File: config.mk
export PLATFORM = sky130hd
export DESIGN_NAME = fll_cfg_arbiter
export DESIGN_NICKNAME = d
export VERILOG_FILES = /design/src/rtl/fll_cfg_pkg.sv /design/src/rtl/fll_cfg_rr_pick.sv /design/src/rtl/fll_cfg_arbiter.sv
export SDC_FILE = /design/constraint.sdc
export NUM_CORES = 1
export LEC_CHECK = 0
export BUFFER_PORTS_ARGS = -buffer_cell sky130_fd_sc_hd__buf_2
export CORE_UTILIZATION = 30
export CTS_CLUSTER_SIZE = 24
export DETAILED_ROUTE_END_ITERATION = 8
export HOLD_SLACK_MARGIN = 0.15
export PLACE_DENSITY = 0.56
export RECOVER_POWER = 50
export SETUP_SLACK_MARGIN = 0.15
export SLEW_MARGIN = 10
export SYNTH_ARGS = -nofsm -noshare
export SYNTH_HDL_FRONTEND = slang
export SYNTH_SLANG_ARGS = --single-unit
export TNS_END_PERCENT = 50
File: constraint.sdc
create_clock -name clk_i -period 2.45 [get_ports clk_i]
set_clock_uncertainty 0.15 [all_clocks]
set_input_delay 0 -clock clk_i [delete_from_list [all_inputs] [get_ports clk_i]]
set_output_delay 0 -clock clk_i [all_outputs]
set_load 0.01 [all_outputs]
File: src/rtl/fll_cfg_pkg.sv
// Shared types and constants for the FLL configuration-port arbiter.
// Optional build macro used by the arbiter: FLL_CFG_TIMEOUT_EN.
package fll_cfg_pkg;

    // Native widths of the FLL configuration port.
    localparam int AW = 2;
    localparam int DW = 32;

    // Read data returned to a requester whose transaction timed out.
    localparam logic [31:0] FLL_CFG_ERR_RDATA = 32'hBADC_AB1E;

    // Arbiter sequencer states.
    typedef enum logic [1:0] {
        IDLE  = 2'd0,
        ISSUE = 2'd1,
        DRAIN = 2'd2,
        RESP  = 2'd3
    } fll_cfg_state_e;

    // One latched configuration request.
    typedef struct packed {
        logic [AW-1:0] addr;
        logic [DW-1:0] wdata;
        logic          web;
    } fll_cfg_req_t;

endpackage

File: src/rtl/fll_cfg_rr_pick.sv
// Round-robin picker: returns the first asserted request at or above the
// pointer, scanning upward and wrapping at NUM_REQ. Purely combinational.
module fll_cfg_rr_pick #(
    parameter int NUM_REQ = 2,
    parameter int IW      = 1
) (
    input  logic [NUM_REQ-1:0] req_i,
    input  logic [IW-1:0]      ptr_i,
    output logic               valid_o,
    output logic [IW-1:0]      idx_o
);

    localparam logic [IW:0] NREQ = (IW+1)'(NUM_REQ);

    logic [NUM_REQ-1:0] rot;
    logic [IW-1:0]      off;
    logic [IW:0]        sum;

    // Rotate so bit 0 is the pointer position, take the lowest set bit, then
    // map the offset back to an absolute index modulo NUM_REQ.
    always_comb begin
        rot     = NUM_REQ'({req_i, req_i} >> ptr_i);
        valid_o = 1'b0;
        off     = '0;
        for (int j = NUM_REQ - 1; j >= 0; j--) begin
            if (rot[j]) begin
                valid_o = 1'b1;
                off     = IW'(j);
            end
        end
        sum = {1'b0, ptr_i} + {1'b0, off};
        if (sum >= NREQ) begin
            sum = sum - NREQ;
        end
        idx_o = sum[IW-1:0];
    end

endmodule

File: src/rtl/fll_cfg_arbiter.sv
// Round-robin arbiter sharing the single FLL configuration port between
// NUM_REQ requesters. Owns the full 4-phase req/ack sequence toward the FLL
// and returns a one-cycle ack with registered read data to the winner.
// Build macro FLL_CFG_TIMEOUT_EN adds an ISSUE-state timeout that completes
// the transaction with err_o=1 and FLL_CFG_ERR_RDATA.
module fll_cfg_arbiter
    import fll_cfg_pkg::*;
#(
    parameter int NUM_REQ        = 2,
    parameter int ADDR_WIDTH     = 2,
    parameter int DATA_WIDTH     = 32,
    parameter int TIMEOUT_CYCLES = 1024
) (
    input  logic                           clk_i,
    input  logic                           rst_i,
    input  logic [NUM_REQ-1:0]             req_i,
    input  logic [NUM_REQ*ADDR_WIDTH-1:0]  addr_i,
    input  logic [NUM_REQ*DATA_WIDTH-1:0]  wdata_i,
    input  logic [NUM_REQ-1:0]             web_i,
    output logic [NUM_REQ-1:0]             ack_o,
    output logic [DATA_WIDTH-1:0]          rdata_o,
    output logic                           err_o,
    output logic                           fll_req_o,
    input  logic                           fll_ack_i,
    output logic [ADDR_WIDTH-1:0]          fll_addr_o,
    output logic [DATA_WIDTH-1:0]          fll_wdata_o,
    output logic                           fll_web_o,
    input  logic [DATA_WIDTH-1:0]          fll_rdata_i
);

    localparam int            IW   = (NUM_REQ > 1) ? $clog2(NUM_REQ) : 1;
    localparam logic [IW-1:0] LAST = IW'(NUM_REQ - 1);

    fll_cfg_state_e          state_q, state_d;
    logic [IW-1:0]           ptr_q, ptr_d;
    logic [IW-1:0]           win_q, win_d;
    logic [ADDR_WIDTH-1:0]   addr_q, addr_d;
    logic [DATA_WIDTH-1:0]   wdata_q, wdata_d;
    logic                    web_q, web_d;
    logic [DATA_WIDTH-1:0]   cap_q, cap_d;
    logic                    fll_req_q, fll_req_d;
    logic [NUM_REQ-1:0]      ack_q, ack_d;
    logic [DATA_WIDTH-1:0]   rdata_q, rdata_d;

    logic                    pick_vld;
    logic [IW-1:0]           pick_idx;

`ifdef FLL_CFG_TIMEOUT_EN
    localparam int            CW       = $clog2(TIMEOUT_CYCLES) + 1;
    localparam logic [CW-1:0] CNT_LAST = CW'(TIMEOUT_CYCLES - 1);

    logic [CW-1:0]           cnt_q, cnt_d;
    logic                    err_q, err_d;
    logic                    timeout;
`endif

    fll_cfg_rr_pick #(
        .NUM_REQ (NUM_REQ),
        .IW      (IW)
    ) u_pick (
        .req_i   (req_i),
        .ptr_i   (ptr_q),
        .valid_o (pick_vld),
        .idx_o   (pick_idx)
    );

`ifdef FLL_CFG_TIMEOUT_EN
    // Timeout fires on the last allowed ISSUE cycle unless the FLL acks in it.
    always_comb begin
        timeout = (state_q == ISSUE) && !fll_ack_i && (cnt_q == CNT_LAST);
    end
`endif

    // Next-state and registered-output logic of the transaction sequencer.
    always_comb begin
        state_d   = state_q;
        ptr_d     = ptr_q;
        win_d     = win_q;
        addr_d    = addr_q;
        wdata_d   = wdata_q;
        web_d     = web_q;
        cap_d     = cap_q;
        fll_req_d = fll_req_q;
        ack_d     = '0;
        rdata_d   = '0;
`ifdef FLL_CFG_TIMEOUT_EN
        err_d     = 1'b0;
`endif
        case (state_q)
            IDLE: begin
                // Winner's inputs are sampled only here; later changes are ignored.
                if (pick_vld) begin
                    win_d     = pick_idx;
                    addr_d    = addr_i[int'(pick_idx)*ADDR_WIDTH +: ADDR_WIDTH];
                    wdata_d   = wdata_i[int'(pick_idx)*DATA_WIDTH +: DATA_WIDTH];
                    web_d     = web_i[pick_idx];
                    ptr_d     = (pick_idx == LAST) ? '0 : pick_idx + IW'(1);
                    fll_req_d = 1'b1;
                    state_d   = ISSUE;
                end
            end
            ISSUE: begin
                if (fll_ack_i) begin
                    // Writes capture too; the data is simply returned with the ack.
                    cap_d     = fll_rdata_i;
                    fll_req_d = 1'b0;
                    state_d   = DRAIN;
                end
`ifdef FLL_CFG_TIMEOUT_EN
                else if (timeout) begin
                    fll_req_d    = 1'b0;
                    ack_d[win_q] = 1'b1;
                    rdata_d      = DATA_WIDTH'(FLL_CFG_ERR_RDATA);
                    err_d        = 1'b1;
                    state_d      = RESP;
                end
`endif
            end
            DRAIN: begin
                // Complete the 4-phase handshake before acknowledging upstream.
                if (!fll_ack_i) begin
                    ack_d[win_q] = 1'b1;
                    rdata_d      = cap_q;
                    state_d      = RESP;
                end
            end
            RESP: begin
                state_d = IDLE;
            end
            default: begin
                state_d   = IDLE;
                fll_req_d = 1'b0;
            end
        endcase
    end

`ifdef FLL_CFG_TIMEOUT_EN
    // Counter runs only while staying in ISSUE, so it reads 0 in the first ISSUE cycle.
    always_comb begin
        cnt_d = ((state_q == ISSUE) && (state_d == ISSUE)) ? cnt_q + CW'(1) : '0;
    end
`endif

    // State, request latches and registered outputs; reset aborts any transaction.
    always_ff @(posedge clk_i) begin
        if (rst_i) begin
            state_q   <= IDLE;
            ptr_q     <= '0;
            win_q     <= '0;
            addr_q    <= '0;
            wdata_q   <= '0;
            web_q     <= 1'b1;
            cap_q     <= '0;
            fll_req_q <= 1'b0;
            ack_q     <= '0;
            rdata_q   <= '0;
`ifdef FLL_CFG_TIMEOUT_EN
            cnt_q     <= '0;
            err_q     <= 1'b0;
`endif
        end else begin
            state_q   <= state_d;
            ptr_q     <= ptr_d;
            win_q     <= win_d;
            addr_q    <= addr_d;
            wdata_q   <= wdata_d;
            web_q     <= web_d;
            cap_q     <= cap_d;
            fll_req_q <= fll_req_d;
            ack_q     <= ack_d;
            rdata_q   <= rdata_d;
`ifdef FLL_CFG_TIMEOUT_EN
            cnt_q     <= cnt_d;
            err_q     <= err_d;
`endif
        end
    end

    assign ack_o       = ack_q;
    assign rdata_o     = rdata_q;
    assign fll_req_o   = fll_req_q;
    assign fll_addr_o  = addr_q;
    assign fll_wdata_o = wdata_q;
    assign fll_web_o   = web_q;
`ifdef FLL_CFG_TIMEOUT_EN
    assign err_o       = err_q;
`else
    assign err_o       = 1'b0;
`endif

endmodule
==> flow_summary.ini, run 1 <==
[run_status]
status = finished, final reports clean

[critical_path]
crit_type = primary input to register
ff2ff_setup_slack_ns = 0.23
cp_max_fo = 20
reg2reg_from = state_q[0]
reg2reg_depth = 6
startpoint_type = primary input
cp.required_ns = 2.57
worstSetupEndpointType = register
r2r_end = fll_wdata_o[7]
crit_arrival_ns = 2.39

[global_routing]
grt_antenna_before_repair = 0
grt_util_all_layers = 0.1948
grt_max_degree = 38
grt_pass1_wl_mm = 22.14
grt_pass1_vias = 4600
grt-ovfl-total = 0

[finish]
fillers = 1262
final_cell_mix = dlygate4sd3_1 (146), dfxtp_1 (106), buf_2 (106)
instances_no_fill = 938
synthToLayoutAreaGrowth_pct = 64.07
diodes = 0
final_nets = 869
layout-drive-gt1-share = 0.1837
final_common_cell = dlygate4sd3_1

[job]
maxCapViolations = 0

[hold_path]
hold_path_class = register to register
min_to = rdata_o[31]
min_from = cap_q[31]
hold_path_depth = 1

[route]
totalWireLength_mm = 13.70
drtPass1Iterations = 4
drc = 0
first_iter_violations = 276
viasPerCell = 4.796
antenna_left = 0
vias = 4499
avgRoutedWirePerCell_um = 14.61

[timing]
finalCritPeriodShare = 0.9262
maxSlewViolCount = 0
slew_headroom = 0.4421
worst_pin_slew_ns = 0.8350
period_minus_slack_ns = 2.269
final.setup.tns_ns = 0
finalHoldViolations = 0
grt_setup_unrepaired = yes
max_freq_mhz = 440.7
setup_violations = 0

[synthesis]
ys.flop_type = dfxtp_1
seq_area_frac_synth = 0.5108
synth_edf_count = 0
avgSynthCellArea_um2 = 9.110
syn_area_mm2 = 0.004154
synth_cell_types = 30
synth_fp_nets = 567
async_flop_share = 0
synthCells = 456
ys_warn_count = 0
synth.ff_latch_count = 106

[floorplanning]
die_h_um = 119.7
die_x_um = 119.7
io_pins = 178
core_mm2 = 0.01335
die-area_mm2 = 0.01432
row_count = 42
start_util = 0.3112

[placed_design]
numPortBuffers = 176
place_congestion = 0.7477
place_hpwl_mm = 7.778
dp.cells = 777

[clock_network]
cts_tree = yes
cts_num_sinks = 106
clockBufferDepth = 2
insertion_delay_ns = 0.35
cts_root_buf = clkbuf_16
cts.reportedPaths.clkPinSlew_ns = 0.07
cts_max_level = 3
post_cts_buffers = 0
cts_inserted_buffers = 9

[pwr]
leakage_uw = 0.002831
p_per_area_mw_per_mm2 = 847.0
ir_drop_v = 0.0004192
[cells in the mapped netlist (2+ instances only)]
master     number  area [um2]
or2_2           2       12.51
a2111oi_0      35       306.5
buf_2          11       55.05
nor3b_1         2       15.01
buf_4           2       15.01
and2_1         34       212.7
clkbuf_1       27       101.4
a211oi_1       34       255.2
a21oi_1        37       185.2
o21bai_1       36       270.3
nor2_1         34       127.6
ha_1            4       50.05
buf_6           3       33.78
inv_1           4       15.01
nor3_1          3       15.01
nand2_1        69       259.0
dfxtp_1       106        2122
[kinds of logic after synthesis]
family,Yosys count,synth area share
buf+inv,48,0.05391
compound gates,148,0.2572
simple gates,147,0.1593
mux,1,0.002410
flops,106,0.5108
other cells,1,0.0009027
fa+ha+maj,5,0.01536
[sequential cells by signal (all words and copies together) (netlist names)]
register and flops:
cap_q 32, fll_wdata_o 32, rdata_o 32, ack_o 2
fll_addr_o 2, state_q 2, fll_req_o 1, fll_web_o 1
ptr_q 1, win_q 1
[worst max-delay path, stage by stage]
cell,delay [ns]
dlygate4sd3_1,0.57
buf_2,0.25
o21ai_2,0.60
nor2_1,0.12
dlygate4sd3_1,0.61
a211oi_1,0.22
[worst max path at each step]
stage                    start         endpoint  slack (ns)  depth (start not counted)
global placement    state_q[1]  fll_wdata_o[22]        0.50                          6
CTS                 state_q[1]        cap_q[28]        0.28                          7
finish                req_i[1]   fll_wdata_o[7]        0.18                          6
floorplan           state_q[1]  fll_wdata_o[22]        0.74                          6
global route        state_q[0]   fll_wdata_o[7]         0.1                          6
detailed placement  state_q[1]  fll_wdata_o[28]        0.37                          6
[report_power, final]
part           leakage [uW]  internal [uW]  switching (uW)
registers          0.000866           2060             177
clock network      0.000134            699             682
logic               0.00183            900            1250
total               0.00283           3660            2110
[metal layers]
| layer | wire [um] | global-route usage | vias to the layer above |
|---|---|---|---|
| met5 | 0 | 0 | - |
| met1 | 5767 | 0.2250 | 2076 |
| met2 | 6754 | 0.3436 | 193 |
| met3 | 926 | 0.05941 | 26 |
| met4 | 256 | 0.05781 | 0 |
| li1 | - | - | 2204 |
[through the flow]
| step | hold slack (ns) | setup WS (ns) | power (uW) | util | area [um2] |
|---|---|---|---|---|---|
| 2_1_floorplan | -0.01404 | 0.7436 | 3446 | - | 4154 |
| 3_3_place_gp | 0.09442 | 0.4956 | 4128 | 0.3873 | 5170 |
| 3_5_place_dp | 0.09777 | 0.3749 | 4169 | 0.3873 | 5170 |
| 4_1_cts | 0.3061 | 0.2808 | 5854 | 0.5174 | 6907 |
| 5_1_grt | 0.3181 | 0.09666 | 6153 | 0.5106 | 6815 |
| 6_report | 0.3026 | 0.1807 | 5773 | 0.5106 | 6815 |
[layout make-up]
cell class | count | area (um2) | area share
multi-input combinational | 302 | 1808 | 0.2653
clock inverter | 6 | 50.05 | 0.007343
inverter | 5 | 18.77 | 0.002754
tap | 176 | 220.2 | 0.03231
clock buffer | 9 | 225.2 | 0.03305
sequential | 106 | 2122 | 0.3114
timing repair buffer | 334 | 2371 | 0.3479
[timing repair]
item | 4_1_cts | 5_1_grt
hold buffers | 146 | 0
endpoints found under the setup margin | 0 | 17
resized for setup | 0 | 1
endpoints found under the hold margin | 79 | 0
No activity file was read; power rests on OpenSTA's default activity.
==> run 2, diff against run 1 <==
Settings changed: CELL_PAD_IN_SITES_DETAIL_PLACEMENT set to 1, CELL_PAD_IN_SITES_GLOBAL_PLACEMENT set to 1, PLACE_DENSITY 0.56 to 0.72.
Clock period 2.45 ns to 2.6 ns, I/O delays scaled along.
==> run 2 against run 1 <==
Against the previous run: total power is 4.2% lower; first-iteration DRC count down 26%; cell area decreased by 4.3%; critical endpoint is now fll_wdata_o[4].
==> flow_summary.ini, run 2 (synthesis results as in run 1) <==
[finish]
final_nets = 836
final_common_cell = dlygate4sd3_1
final_util = 0.4887
final_cell_mix = dlygate4sd3_1 (112), dfxtp_1 (106), buf_2 (106)
synthToLayoutAreaGrowth_pct = 57.02
layout-drive-gt1-share = 0.1986
instances_no_fill = 907

[floorplanning]
die_h_um = 119.7
core_mm2 = 0.01335
die_x_um = 119.7
io_pins = 178
die-area_mm2 = 0.01432
start_util = 0.3112
row_count = 42

[route]
viasPerCell = 4.966
first_iter_violations = 205
drc = 0
totalWireLength_mm = 15.41
avgRoutedWirePerCell_um = 16.99
antenna_left = 0
vias = 4504
drtPass1Iterations = 4

[pwr]
p_clk_frac = 0.246
finalPower_uw = 5528
p_per_area_mw_per_mm2 = 847.5
p_sw_uw = 2092
ir_drop_v = 0.0004499
pwr-share-comb = 0.368
internal_power_uw = 3436
leakage_uw = 0.002632
seqPwrFrac = 0.386
sw_frac_of_total = 0.3785

[critical_path]
crit_chain = inv_1 -> ha_2 -> clkinvlp_4 -> a2111oi_0 -> a211oi_1 -> dlygate4sd3_1
path_buf_inv = 3
max_stage_delay_ns = 0.58
startpoint_type = register
cp.required_ns = 2.70
cp_max_fo = 8
crit_type = register to register
crit_arrival_ns = 2.50
worstSetupEndpointType = register
slowest_stage = dlygate4sd3_1
path_delay_family = buffers and inverters

[timing]
maxSlewViolCount = 0
slew_headroom = 0.4874
setup_violations = 0
fin_ws_ns = 0.1963
worst_pin_slew_ns = 0.7687
hold_ws_ns = 0.2873
period_minus_slack_ns = 2.404
max_freq_mhz = 416.0
finalCritPeriodShare = 0.9245
finalHoldViolations = 0

[clock_network]
cts_root_buf = clkbuf_16
insertion_delay_ns = 0.36
cts_tree = yes
cts.reportedPaths.clkPinSlew_ns = 0.08
cts_inserted_buffers = 9
cts_max_level = 3
cts_num_sinks = 106
clockBufferDepth = 2

[placed_design]
place_congestion = 0.7421
dp.cells = 776
numPortBuffers = 176
dp_slack_ns = 0.5513
place_hpwl_mm = 8.707

[global_routing]
grt_antenna_before_repair = 1
grt_pass1_vias = 4901
grt-ovfl-total = 0
grt_max_degree = 40
grt_util_all_layers = 0.2167
grt_pass1_wl_mm = 24.22

[hold_path]
hold_path_class = primary input to register

[run_status]
status = finished, final reports clean

[job]
maxCapViolations = 0
[run 2: what timing repair did]
item | CTS | global route
buffers inserted | 0 | 2
endpoints found under the setup margin | 0 | 5
endpoints found under the hold margin | 103 | 0
resized for setup | 0 | 10
hold buffers | 112 | 0
[run 2: power groups by stage]
| stage | logic, uW | clock network (uW) | registers [uW] |
|---|---|---|---|
| 6_report | 2030 | 1360 | 2140 |
| 5_1_grt | 2220 | 1470 | 2180 |
| 4_1_cts | 1990 | 1400 | 2120 |
| 3_5_place_dp | 1800 | 0 | 2150 |
| 3_3_place_gp | 1740 | 0 | 2140 |
| 2_1_floorplan | 1020 | 0 | 2230 |
[run 2: stage by stage]
| step | area [um2] | TNS, ns |
|---|---|---|
| 4_1_cts | 6576 | 0 |
| 3_3_place_gp | 5162 | 0 |
| 3_5_place_dp | 5162 | 0 |
| 5_1_grt | 6523 | -0.01658 |
| 6_report | 6523 | 0 |
| 2_1_floorplan | 4154 | 0 |
[run 2: worst paths after layout]
| kind | startpoint | end | slack, ns | cells after the start |
|---|---|---|---|---|
| setup / recovery | state_q[1] | fll_wdata_o[4] | 0.20 | 6 |
| hold / removal | fll_rdata_i[20] | cap_q[20] | 0.29 | 4 |
| setup reg to reg | state_q[1] | fll_wdata_o[4] | 0.20 | 6 |
| hold reg to reg | cap_q[28] | rdata_o[28] | 0.30 | 1 |
[run 2: area by class of cell]
| class | count | area, um2 |
|---|---|---|
| well taps | 176 | 220.2 |
| flip-flops and latches | 106 | 2122 |
| clock buffers | 9 | 225.2 |
| multi-input cells | 302 | 1821 |
| repair buffers | 301 | 2042 |
| clock inverters | 7 | 67.56 |
| fillers | 1605 | 6825 |
| inverters | 5 | 22.52 |
| diodes | 1 | 2.502 |
[run 2: tightest hold or removal path, cell delays in order]
cell	delay, ns
dlygate4sd3_1	0.53
buf_2	0.12
nand2_1	0.05
a21oi_1	0.05
[run 2: metal layers]
| layer | up-vias | share of wire | global-route usage |
|---|---|---|---|
| met4 | 0 | 0.034 | 0.1078 |
| met1 | 2139 | 0.40 | 0.2322 |
| met2 | 176 | 0.50 | 0.3916 |
| li1 | 2147 | - | - |
| met5 | - | 0 | 0 |
| met3 | 42 | 0.057 | 0.05608 |
